[src/rtl/pattern_det_ctrl_if.sv]
// Bundles the configuration, run-control, serial-data and result signals of
// the pattern detector so the controller and its driver share one port list.
interface pattern_det_ctrl_if #(
    parameter int MAX_LEN = 8,
    parameter int CNT_W   = 16
);
    localparam int LEN_W = $clog2(MAX_LEN + 1);

    // configuration write channel
    logic                 cfg_valid_i;
    logic [MAX_LEN-1:0]   cfg_pat_i;
    logic [LEN_W-1:0]     cfg_len_i;
    logic                 cfg_ready_o;
    logic                 cfg_err_o;

    // run control
    logic [CNT_W-1:0]     bit_limit_i;
    logic                 start_i;
    logic                 stop_i;

    // serial data
    logic                 d_in;
    logic                 valid_i;

    // results / status
    logic                 pattern;
    logic [CNT_W-1:0]     match_count_o;
    logic                 busy_o;
    logic                 done_o;

    // driver side
    modport master (
        output cfg_valid_i, cfg_pat_i, cfg_len_i, bit_limit_i,
               start_i, stop_i, d_in, valid_i,
        input  cfg_ready_o, cfg_err_o, pattern, match_count_o, busy_o, done_o
    );

    // detector side
    modport slave (
        input  cfg_valid_i, cfg_pat_i, cfg_len_i, bit_limit_i,
               start_i, stop_i, d_in, valid_i,
        output cfg_ready_o, cfg_err_o, pattern, match_count_o, busy_o, done_o
    );
endinterface

[src/rtl/pattern_det_ctrl.sv]
// Programmable serial pattern detector with a run controller.
// A pattern of 1..MAX_LEN bits is written while idle; a run then shifts the
// qualified serial stream into a history register, pulses 'pattern' one cycle
// after each completing bit and counts matches until stop or a bit limit.
module pattern_det_ctrl #(
    parameter int MAX_LEN = 8,
    parameter int CNT_W   = 16,
    parameter int OVERLAP = 1
) (
    input  logic               clk,
    input  logic               rst,
    pattern_det_ctrl_if.slave  bus
);
    localparam int LEN_W = $clog2(MAX_LEN + 1);

    typedef enum logic [1:0] {
        IDLE  = 2'd0,
        ARMED = 2'd1,
        DONE  = 2'd2
    } state_t;

    // controller state
    state_t               state_q,     state_d;
    logic                 loaded_q,    loaded_d;

    // stored configuration
    logic [MAX_LEN-1:0]   pat_q,       pat_d;
    logic [LEN_W-1:0]     len_q,       len_d;
    logic [CNT_W-1:0]     limit_q,     limit_d;

    // run datapath
    logic [MAX_LEN-1:0]   hist_q,      hist_d;
    logic [LEN_W-1:0]     fill_q,      fill_d;
    logic [CNT_W-1:0]     bit_cnt_q,   bit_cnt_d;
    logic [CNT_W-1:0]     match_cnt_q, match_cnt_d;

    // registered outputs
    logic                 pattern_q,   pattern_d;
    logic                 cfg_err_q,   cfg_err_d;
    logic                 cfg_ready_q, cfg_ready_d;
    logic                 busy_q,      busy_d;
    logic                 done_q,      done_d;

    // helpers for the bit being presented this cycle
    logic [MAX_LEN-1:0]   len_mask;
    logic [MAX_LEN-1:0]   hist_shift;
    logic [LEN_W-1:0]     fill_inc;
    logic [CNT_W-1:0]     bit_inc;
    logic                 len_legal;
    logic                 hit;

    // Mask selecting the low len_q bits; only those take part in comparison.
    for (genvar gi = 0; gi < MAX_LEN; gi++) begin : g_mask
        assign len_mask[gi] = (LEN_W'(gi) < len_q);
    end

    // Match evaluation uses the history as it will look after this bit.
    always_comb begin
        hist_shift = (hist_q << 1) | MAX_LEN'(bus.d_in);
        fill_inc   = (fill_q == LEN_W'(MAX_LEN)) ? fill_q : fill_q + LEN_W'(1);
        bit_inc    = bit_cnt_q + CNT_W'(1);
        len_legal  = (bus.cfg_len_i != '0) && (bus.cfg_len_i <= LEN_W'(MAX_LEN));
        hit        = (fill_inc >= len_q) &&
                     ((hist_shift & len_mask) == (pat_q & len_mask));
    end

    // Next-state logic for the controller, configuration store and datapath.
    always_comb begin
        state_d     = state_q;
        loaded_d    = loaded_q;
        pat_d       = pat_q;
        len_d       = len_q;
        limit_d     = limit_q;
        hist_d      = hist_q;
        fill_d      = fill_q;
        bit_cnt_d   = bit_cnt_q;
        match_cnt_d = match_cnt_q;
        pattern_d   = 1'b0;
        cfg_err_d   = 1'b0;

        case (state_q)
            IDLE: begin
                // Config writes are only honoured while idle; an illegal
                // length keeps the old config and just flags the error.
                if (bus.cfg_valid_i) begin
                    if (len_legal) begin
                        pat_d    = bus.cfg_pat_i;
                        len_d    = bus.cfg_len_i;
                        loaded_d = 1'b1;
                    end else begin
                        cfg_err_d = 1'b1;
                    end
                end
                // A run needs a config that was loaded before this cycle.
                if (bus.start_i && loaded_q) begin
                    state_d     = ARMED;
                    hist_d      = '0;
                    fill_d      = '0;
                    bit_cnt_d   = '0;
                    match_cnt_d = '0;
                    limit_d     = bus.bit_limit_i;
                end
            end

            ARMED: begin
                if (bus.valid_i) begin
                    hist_d    = hist_shift;
                    fill_d    = fill_inc;
                    bit_cnt_d = bit_inc;
                    if (hit) begin
                        pattern_d = 1'b1;
                        if (match_cnt_q != {CNT_W{1'b1}}) begin
                            match_cnt_d = match_cnt_q + CNT_W'(1);
                        end
                        // Non-overlapping mode: the next match must be built
                        // entirely from bits received after this one.
                        if (OVERLAP == 0) begin
                            fill_d = '0;
                        end
                    end
                    // The limiting bit itself has just been evaluated above.
                    if ((limit_q != '0) && (bit_inc == limit_q)) begin
                        state_d = DONE;
                    end
                end
                if (bus.stop_i) begin
                    state_d = DONE;
                end
            end

            DONE: begin
                state_d = IDLE;
            end

            default: begin
                state_d = IDLE;
            end
        endcase

        // Status outputs are decoded from the next state so they are
        // registered and line up exactly with the state they describe.
        cfg_ready_d = (state_d == IDLE);
        busy_d      = (state_d == ARMED);
        done_d      = (state_d == DONE);
    end

    // State and output registers with asynchronous reset.
    always_ff @(posedge clk or posedge rst) begin
        if (rst) begin
            state_q     <= IDLE;
            loaded_q    <= 1'b0;
            pat_q       <= '0;
            len_q       <= '0;
            limit_q     <= '0;
            hist_q      <= '0;
            fill_q      <= '0;
            bit_cnt_q   <= '0;
            match_cnt_q <= '0;
            pattern_q   <= 1'b0;
            cfg_err_q   <= 1'b0;
            cfg_ready_q <= 1'b1;
            busy_q      <= 1'b0;
            done_q      <= 1'b0;
        end else begin
            state_q     <= state_d;
            loaded_q    <= loaded_d;
            pat_q       <= pat_d;
            len_q       <= len_d;
            limit_q     <= limit_d;
            hist_q      <= hist_d;
            fill_q      <= fill_d;
            bit_cnt_q   <= bit_cnt_d;
            match_cnt_q <= match_cnt_d;
            pattern_q   <= pattern_d;
            cfg_err_q   <= cfg_err_d;
            cfg_ready_q <= cfg_ready_d;
            busy_q      <= busy_d;
            done_q      <= done_d;
        end
    end

    assign bus.pattern       = pattern_q;
    assign bus.match_count_o = match_cnt_q;
    assign bus.cfg_ready_o   = cfg_ready_q;
    assign bus.cfg_err_o     = cfg_err_q;
    assign bus.busy_o        = busy_q;
    assign bus.done_o        = done_q;

endmodule

[src/flat_wrapper.sv]
// flat-port wrapper written by rule: the top's interface ports become plain ports
module pattern_det_ctrl_flat 
#(
    parameter int MAX_LEN = 8,
    parameter int CNT_W   = 16,
    parameter int OVERLAP = 1
)
  (clk, rst, bus_cfg_valid_i, bus_cfg_pat_i, bus_cfg_len_i, bus_bit_limit_i, bus_start_i, bus_stop_i, bus_d_in, bus_valid_i, bus_cfg_ready_o, bus_cfg_err_o, bus_pattern, bus_match_count_o, bus_busy_o, bus_done_o);
  pattern_det_ctrl_if #(.MAX_LEN(MAX_LEN), .CNT_W(CNT_W)) bus_i ();
  input  logic clk;
  input  logic rst;
  input wire logic [$bits(bus_i.cfg_valid_i)-1:0] bus_cfg_valid_i;
  input wire logic [$bits(bus_i.cfg_pat_i)-1:0] bus_cfg_pat_i;
  input wire logic [$bits(bus_i.cfg_len_i)-1:0] bus_cfg_len_i;
  input wire logic [$bits(bus_i.bit_limit_i)-1:0] bus_bit_limit_i;
  input wire logic [$bits(bus_i.start_i)-1:0] bus_start_i;
  input wire logic [$bits(bus_i.stop_i)-1:0] bus_stop_i;
  input wire logic [$bits(bus_i.d_in)-1:0] bus_d_in;
  input wire logic [$bits(bus_i.valid_i)-1:0] bus_valid_i;
  output wire logic [$bits(bus_i.cfg_ready_o)-1:0] bus_cfg_ready_o;
  output wire logic [$bits(bus_i.cfg_err_o)-1:0] bus_cfg_err_o;
  output wire logic [$bits(bus_i.pattern)-1:0] bus_pattern;
  output wire logic [$bits(bus_i.match_count_o)-1:0] bus_match_count_o;
  output wire logic [$bits(bus_i.busy_o)-1:0] bus_busy_o;
  output wire logic [$bits(bus_i.done_o)-1:0] bus_done_o;
  assign bus_i.cfg_valid_i = bus_cfg_valid_i;
  assign bus_i.cfg_pat_i = bus_cfg_pat_i;
  assign bus_i.cfg_len_i = bus_cfg_len_i;
  assign bus_i.bit_limit_i = bus_bit_limit_i;
  assign bus_i.start_i = bus_start_i;
  assign bus_i.stop_i = bus_stop_i;
  assign bus_i.d_in = bus_d_in;
  assign bus_i.valid_i = bus_valid_i;
  assign bus_cfg_ready_o = bus_i.cfg_ready_o;
  assign bus_cfg_err_o = bus_i.cfg_err_o;
  assign bus_pattern = bus_i.pattern;
  assign bus_match_count_o = bus_i.match_count_o;
  assign bus_busy_o = bus_i.busy_o;
  assign bus_done_o = bus_i.done_o;
  pattern_det_ctrl #(.MAX_LEN(MAX_LEN), .CNT_W(CNT_W), .OVERLAP(OVERLAP)) u_core (.clk(clk), .rst(rst), .bus(bus_i));
endmodule
[config.mk]
export PLATFORM = sky130hd
export DESIGN_NAME = pattern_det_ctrl_flat
export DESIGN_NICKNAME = d
export VERILOG_FILES = /design/src/rtl/pattern_det_ctrl_if.sv /design/src/rtl/pattern_det_ctrl.sv /design/src/flat_wrapper.sv
export SDC_FILE = /design/constraint.sdc
export NUM_CORES = 1
export LEC_CHECK = 0
export ABC_AREA = 0
export ABC_CLOCK_PERIOD_IN_PS = 4800
export CORE_MARGIN = 2
export CORE_UTILIZATION = 50
export DETAILED_ROUTE_END_ITERATION = 16
export PLACE_DENSITY = 0.73
export SLEW_MARGIN = 5
export SYNTH_ARGS = -nofsm -noshare
export SYNTH_HDL_FRONTEND = slang
export SYNTH_SLANG_ARGS = --single-unit
[constraint.sdc]
create_clock -name clk -period 4.8 [get_ports clk]
set_clock_uncertainty 0.2 [all_clocks]
set_input_delay 0.96 -clock clk [delete_from_list [all_inputs] [get_ports clk]]
set_output_delay 0.96 -clock clk [all_outputs]
set_load 0.02 [all_outputs]
Word-level counts from Yosys, hierarchy flattened
Index checks and enable logic that the tools add are counted.
{"block": "classes", "bitwise_logic": 3, "multipliers": 0, "n_mux": 25, "eq_ne": 11, "n_div": 0, "n_lt_le_gt_ge": 10, "reduce_logical": 13, "add_sub_neg": 3, "n_shift": 0}
{"operator": "$mux W16", "count": 5}
{"operator": "$pmux W16 S2", "count": 2}
{"operator": "$add A16 B1 Y16 const B", "count": 2}
{"operator": "$and A8 B8 Y8", "count": 2}
{"operator": "$eq A16 B16 Y1", "count": 1}
{"operator": "$lt A3 B4 Y1 const A", "count": 4}
{"operator": "$ne A16 B16 Y1 const B", "count": 1}
{"operator": "$reduce_bool A16 Y1", "count": 1}
{"operator": "$mux W7", "count": 2}
{"operator": "$pmux W7 S2", "count": 1}
{"operator": "$mux W4", "count": 3}
{"operator": "$eq A8 B8 Y1", "count": 1}
{"operator": "$lt A1 B4 Y1 const A", "count": 2}
{"operator": "$lt A2 B4 Y1 const A", "count": 2}
{"operator": "$mux W2", "count": 4}
{"operator": "$or A8 B1 Y8", "count": 1}
{"operator": "$pmux W4 S2", "count": 1}
{"operator": "$mux W1", "count": 6}
{"operator": "$ne A2 B1 Y1 const B", "count": 3}
{"operator": "$reduce_and A3 Y1", "count": 2}
{"operator": "$reduce_and A5 Y1", "count": 1}
{"operator": "$add A4 B1 Y4 const B", "count": 1}
{"operator": "$eq A2 B1 Y1 const B", "count": 2}
{"operator": "$eq A4 B4 Y1 const B", "count": 1}
{"operator": "other kinds (10)", "count": 14}
{"block": "totals", "mem_bits_ro": 0, "latchBits": 0, "ram_bits": 0, "regBits": 79, "out_inout_bits": 21, "memories": 0}

Logic depth before layout (Yosys ltp)
{"block": "depth", "ltp_word": 8, "depth_mapped": 14, "mapped_depth_nobuf": 14}

Worst setup path before layout
Ideal clock, no wire load.
{"block": "synth_path", "kind": "input port to flip-flop", "startpoint": "in bus_valid_i", "endpoint": "reg u_core.match_cnt_q[8], in the netlist u_core.bus.match_count_o[8]", "slack_ns": 2.027, "path_stages": 8, "t_arrival_ns": 2.495, "required_ns": 4.522, "path_buffers": 1, "path_cell_list": "and3b_1 -> buf_4 -> o221ai_1 -> a211oi_1 -> and2_1 -> nand2_2 -> or4_1 -> a21oi_1"}
{"block": "synth_via", "elab_chain_len": 2}
{"item": "from (decl)", "line": "flat_wrapper.sv:19", "text": "input wire logic [$bits(bus_i.valid_i)-1:0] bus_valid_i;"}
{"item": "$ne A2 B2 Y1 (no line)"}
{"item": "$reduce_and A5 Y1 (no line)"}
{"item": "to (signal assigned)", "line": "pattern_det_ctrl.sv:173", "text": "match_cnt_q <= match_cnt_d;"}
{"item": "to (decl)", "line": "pattern_det_ctrl.sv:35", "text": "logic [CNT_W-1:0] match_cnt_q, match_cnt_d;"}
No other way between the ends.
A chain may end at the register's enable or synchronous reset.

Worst setup path in the final report
Ends and elaborated chain as after synthesis.

==> results.txt <==
* Status: finished, final reports clean
- Sorting the synthesized cells by area gives the leading types as sky130_fd_sc_hd__dfrtp_1 (47%), sky130_fd_sc_hd__nand2_1 (7.4%), sky130_fd_sc_hd__xnor2_1 (5.7%), sky130_fd_sc_hd__o21ai_0 (3.7%), sky130_fd_sc_hd__mux2_2 (3.0%).
* Met2 WL post-DR: 4.59 mm
- Of all flip-flops after synthesis, the portion carrying an async set or reset was 100%.
- Synthesis produced a netlist with a net count of 485.
- Minimum setup slack among reg-to-reg paths: 1.92 ns
- For the pin with the worst max-slew slack, the measured transition is 1.05 ns.
- Wires add up to 9.71 mm.
* Depth of the most critical reg-to-reg path: 13
* # resized after CTS: 0
- Number of max-capacitance violations reported: 0
- Post-synthesis cell type with the largest combined area: sky130_fd_sc_hd__dfrtp_1
- Total vias in the final route: 3,437
- The worst register-to-register path ends at u_core.bus.match_count_o[3].
* Setup TNS: 0 ns
* Met3 layer wire length in the routed design: 433 um
- Number of slew-limit violations in the final report: 0
- In this run the cell area measured after placement is 4790 sq um.
* Post-Route Hold Slack: 0.301 ns
- For hold timing, the worst endpoint is u_core.loaded_q.
- The filler cells instantiated in the layout total 672.
- In this run, placement finished with an instance count of 585.
* Worst rel slew slack: 29.6%
- Number of cells produced by synthesis: 442
- Post-synthesis area per instance: 9.42 sq um
* Area growth from synthesis to layout: 20.9%
- The clock passes through at most 2 buffers.
- Number of setup violations in the final report: 0
- After routing the design area is 5030 sq um.
- During synthesis, Yosys emitted a total of 0 warnings.
* Unique masters post-synth: 50
* WHS Path Cells: 1
* Final design utilization: 61.9%
- Setup repair after global routing missed its margin: false
* Highest net fanout along the worst path: 8
- For this run the aggregate overflow at the end of global routing stands at 0.
- The first global-routing pass estimated 16.5 mm of wire.
* Max H-tree Level: 3
* Average wire per standard cell: 16.2 um
- Walking the worst path, the cells encountered are clkdlybuf4s50_1, and3b_1, o221ai_1, a211oi_1, and2_1, nand2_2, or4_1, a21oi_1.
- In this run the power density over the cells is 472 nW/um^2.
* Leak: 2.21 nW
- Worst setup SP type: input pin
- CTS tree: built
* Antenna diode instance count: 0
* Post-synthesis cell area: 4170 sq um
- Entering global routing, the biggest net connects 64 pins.
- The count of buffers added on input and output ports is 55.
- Number of clock buffers inserted by TritonCTS: 9
- The HPWL after detailed placement is 6.78 mm.
* Number of buffers inserted to repair setup after CTS: 0
* Sequential-to-total area share from yosys stat: 47.5%
- Number of hold-slack violations in the final timing report: 0
* Clock transition time at the flip-flop clock pins of the worst setup and hold paths: 0.08 ns
- The final layout contains 534 nets.
* Total routed wire length on the met1 layer: 4.64 mm
* Via count of the first global-routing pass: 3,351
* Clock tree root driver cell: sky130_fd_sc_hd__clkbuf_8
* Uppermost layer routed: met4
- GP Congestion: 0.862
* Worst hold path startpoint: u_core.loaded_q
- The die covers 9080 sq um.
* Post-route clock period utilization: 64.1%
- The worst setup path is captured at a flop.
- The synthesized design contains 79 register bits.
- For this design, the CTS-stage hold fixing added 0 buffers.
- The largest individual stage delay along the critical path comes from the cell sky130_fd_sc_hd__clkdlybuf4s50_1.
* Clock Latency Late Sink: 0.35 ns
* Remaining antenna violation count: 0
* TritonCTS Sinks: 79
- Once layout is complete, the cells apart from fillers number 601.
* Number of vias per cell: 5.72
- In this design, the stage delay of the slowest critical-path cell is 0.54 ns.
- After layout, the minimum clock period comes to 3.08 ns.
- The floorplan has 33 rows.
- Core Area: 8130 sq um
- The synthesized design contains 0 enable-type register cells.
- The number of antenna violations at the first check in global routing was 0.
* DRC violation total after the first TritonRoute iteration: 258
* Total GRT Usage: 23.6%
- FF-to-FF Start: u_core.fill_q[0]
- Before antenna repair, the detailed router went through 5 iterations.
* Dominant synthesized flop cell: sky130_fd_sc_hd__dfrtp_1
- CP Launch Point: bus_valid_i
- The floorplan step set the die width to 95.3 um.
- Timing would allow up to 325 MHz.
- Of the cells placed in the final design, the portion with a size suffix greater than 1 is 7.46%.
- Pin placement for this block handled 56 I/O pins.
- After detailed routing, the number of remaining DRC violations is 0.
* Worst path arrival time: 3.16 ns
- Class of the worst hold path: flop to flop
- Across the VDD grid, the largest voltage drop is 0.305 mV.
- Starting density of the core: 51.2%
- Die outline height: 95.3 um
- Of the post-synthesis cell area, the dominant cell type holds 46.9%.
- STA puts the critical path data required time at 4.88 ns.
* Critical setup path kind: input pin to flop
## final cells by class
cell class	instances	area, sq um	area share, %
flip-flops and latches	79	1980	39.3
inverters	15	56.3	1.12
clock inverters	5	105	2.09
well taps	105	131	2.61
clock buffers	11	141	2.81
repair buffers	58	573	11.4
multi-input cells	328	2050	40.7
## metal layers
metal | vias to the layer above | GRT usage, %
met5 | - | 0
met4 | 0 | 5.31
met3 | 4 | 5.53
met2 | 93 | 36.6
met1 | 1671 | 33.7
li1 | 1669 | -
## how the worst max path moves through the flow
stage,endpoint,slack [ns],cells after the start
finish,u_core.bus.match_count_o[8],1.72,8
global placement,u_core.bus.match_count_o[8],1.43,8
floorplan,u_core.bit_cnt_q[0],1.62,1
detailed placement,u_core.bus.match_count_o[8],1.39,8
CTS,u_core.bus.match_count_o[12],1.76,8
global route,u_core.bus.match_count_o[8],1.53,8
## power breakdown
part           internal [mW]  leakage [nW]  switching [mW]
sequential             0.828          1.03           0.177
clock                  0.360         0.116           0.244
combinational          0.350          1.06           0.415
## through the flow
stage	worst slack (ns)	total power [mW]
finish	1.72	2.37
floorplan	1.62	1.54
detailed placement	1.39	1.77
global placement	1.43	1.74
global route	1.53	2.53
CTS	1.76	2.38
## Yosys cell counts, drive strengths merged, types with 2 or more instances
cell      n
nand2    83
dfrtp    78
o21ai    31
xnor2    27
nor2     24
nand3    17
clkbuf   15
inv      15
a21oi    13
a22o     12
and3     12
mux2     11
nand4    11
nor4      9
ha        8
o31ai     8
a21o      7
xor2      7
buf       5
o41ai     5
mux2i     4
nor3      4
o21a      4
a31oi     3
and2      3
nand2b    3
or3       3
or4       3
a41oi     2
nand4b    2
o2111ai   2
## worst max-delay path: cells and delay by family
kind / cells / cell delay [ns]
AND/OR/NAND/NOR: 4 / 1.11
AO/OA/AOI/OAI: 3 / 0.55
buffers and inverters: 1 / 0.54
## sequential cells by signal, summed over array words and instances, names as in the netlist, 2 cells and up
signal / cells
u_core.bit_cnt_q: 16
u_core.bus.match_count_o: 16
u_core.limit_q: 16
u_core.pat_q: 8
u_core.hist_q: 7
u_core.fill_q: 4
u_core.len_q: 4
u_core.state_q: 2
## layout by cell type (no fill, tap or decap), drive strengths merged, types with 9 or more instances in the layout
cell	count
a21oi	13
a22o	12
and3	12
clkbuf	11
clkdlybuf4s50	55
dfrtp	78
inv	15
mux2	11
nand2	83
nand3	17
nand4	11
nor2	24
nor4	9
o21ai	31
xnor2	27
## cells by family after synthesis
family / after synthesis / synth area share [%]
adders and majority gates: 8 / 2.40
and+or+nand+nor: 176 / 20.5
AOI/OAI and AO/OA: 95 / 15.1
xor gates and xnor gates: 34 / 7.15
muxes: 15 / 3.94
DFF: 79 / 47.5
buffers and inverters: 35 / 3.36
Power figures use the tool's default switching activity.
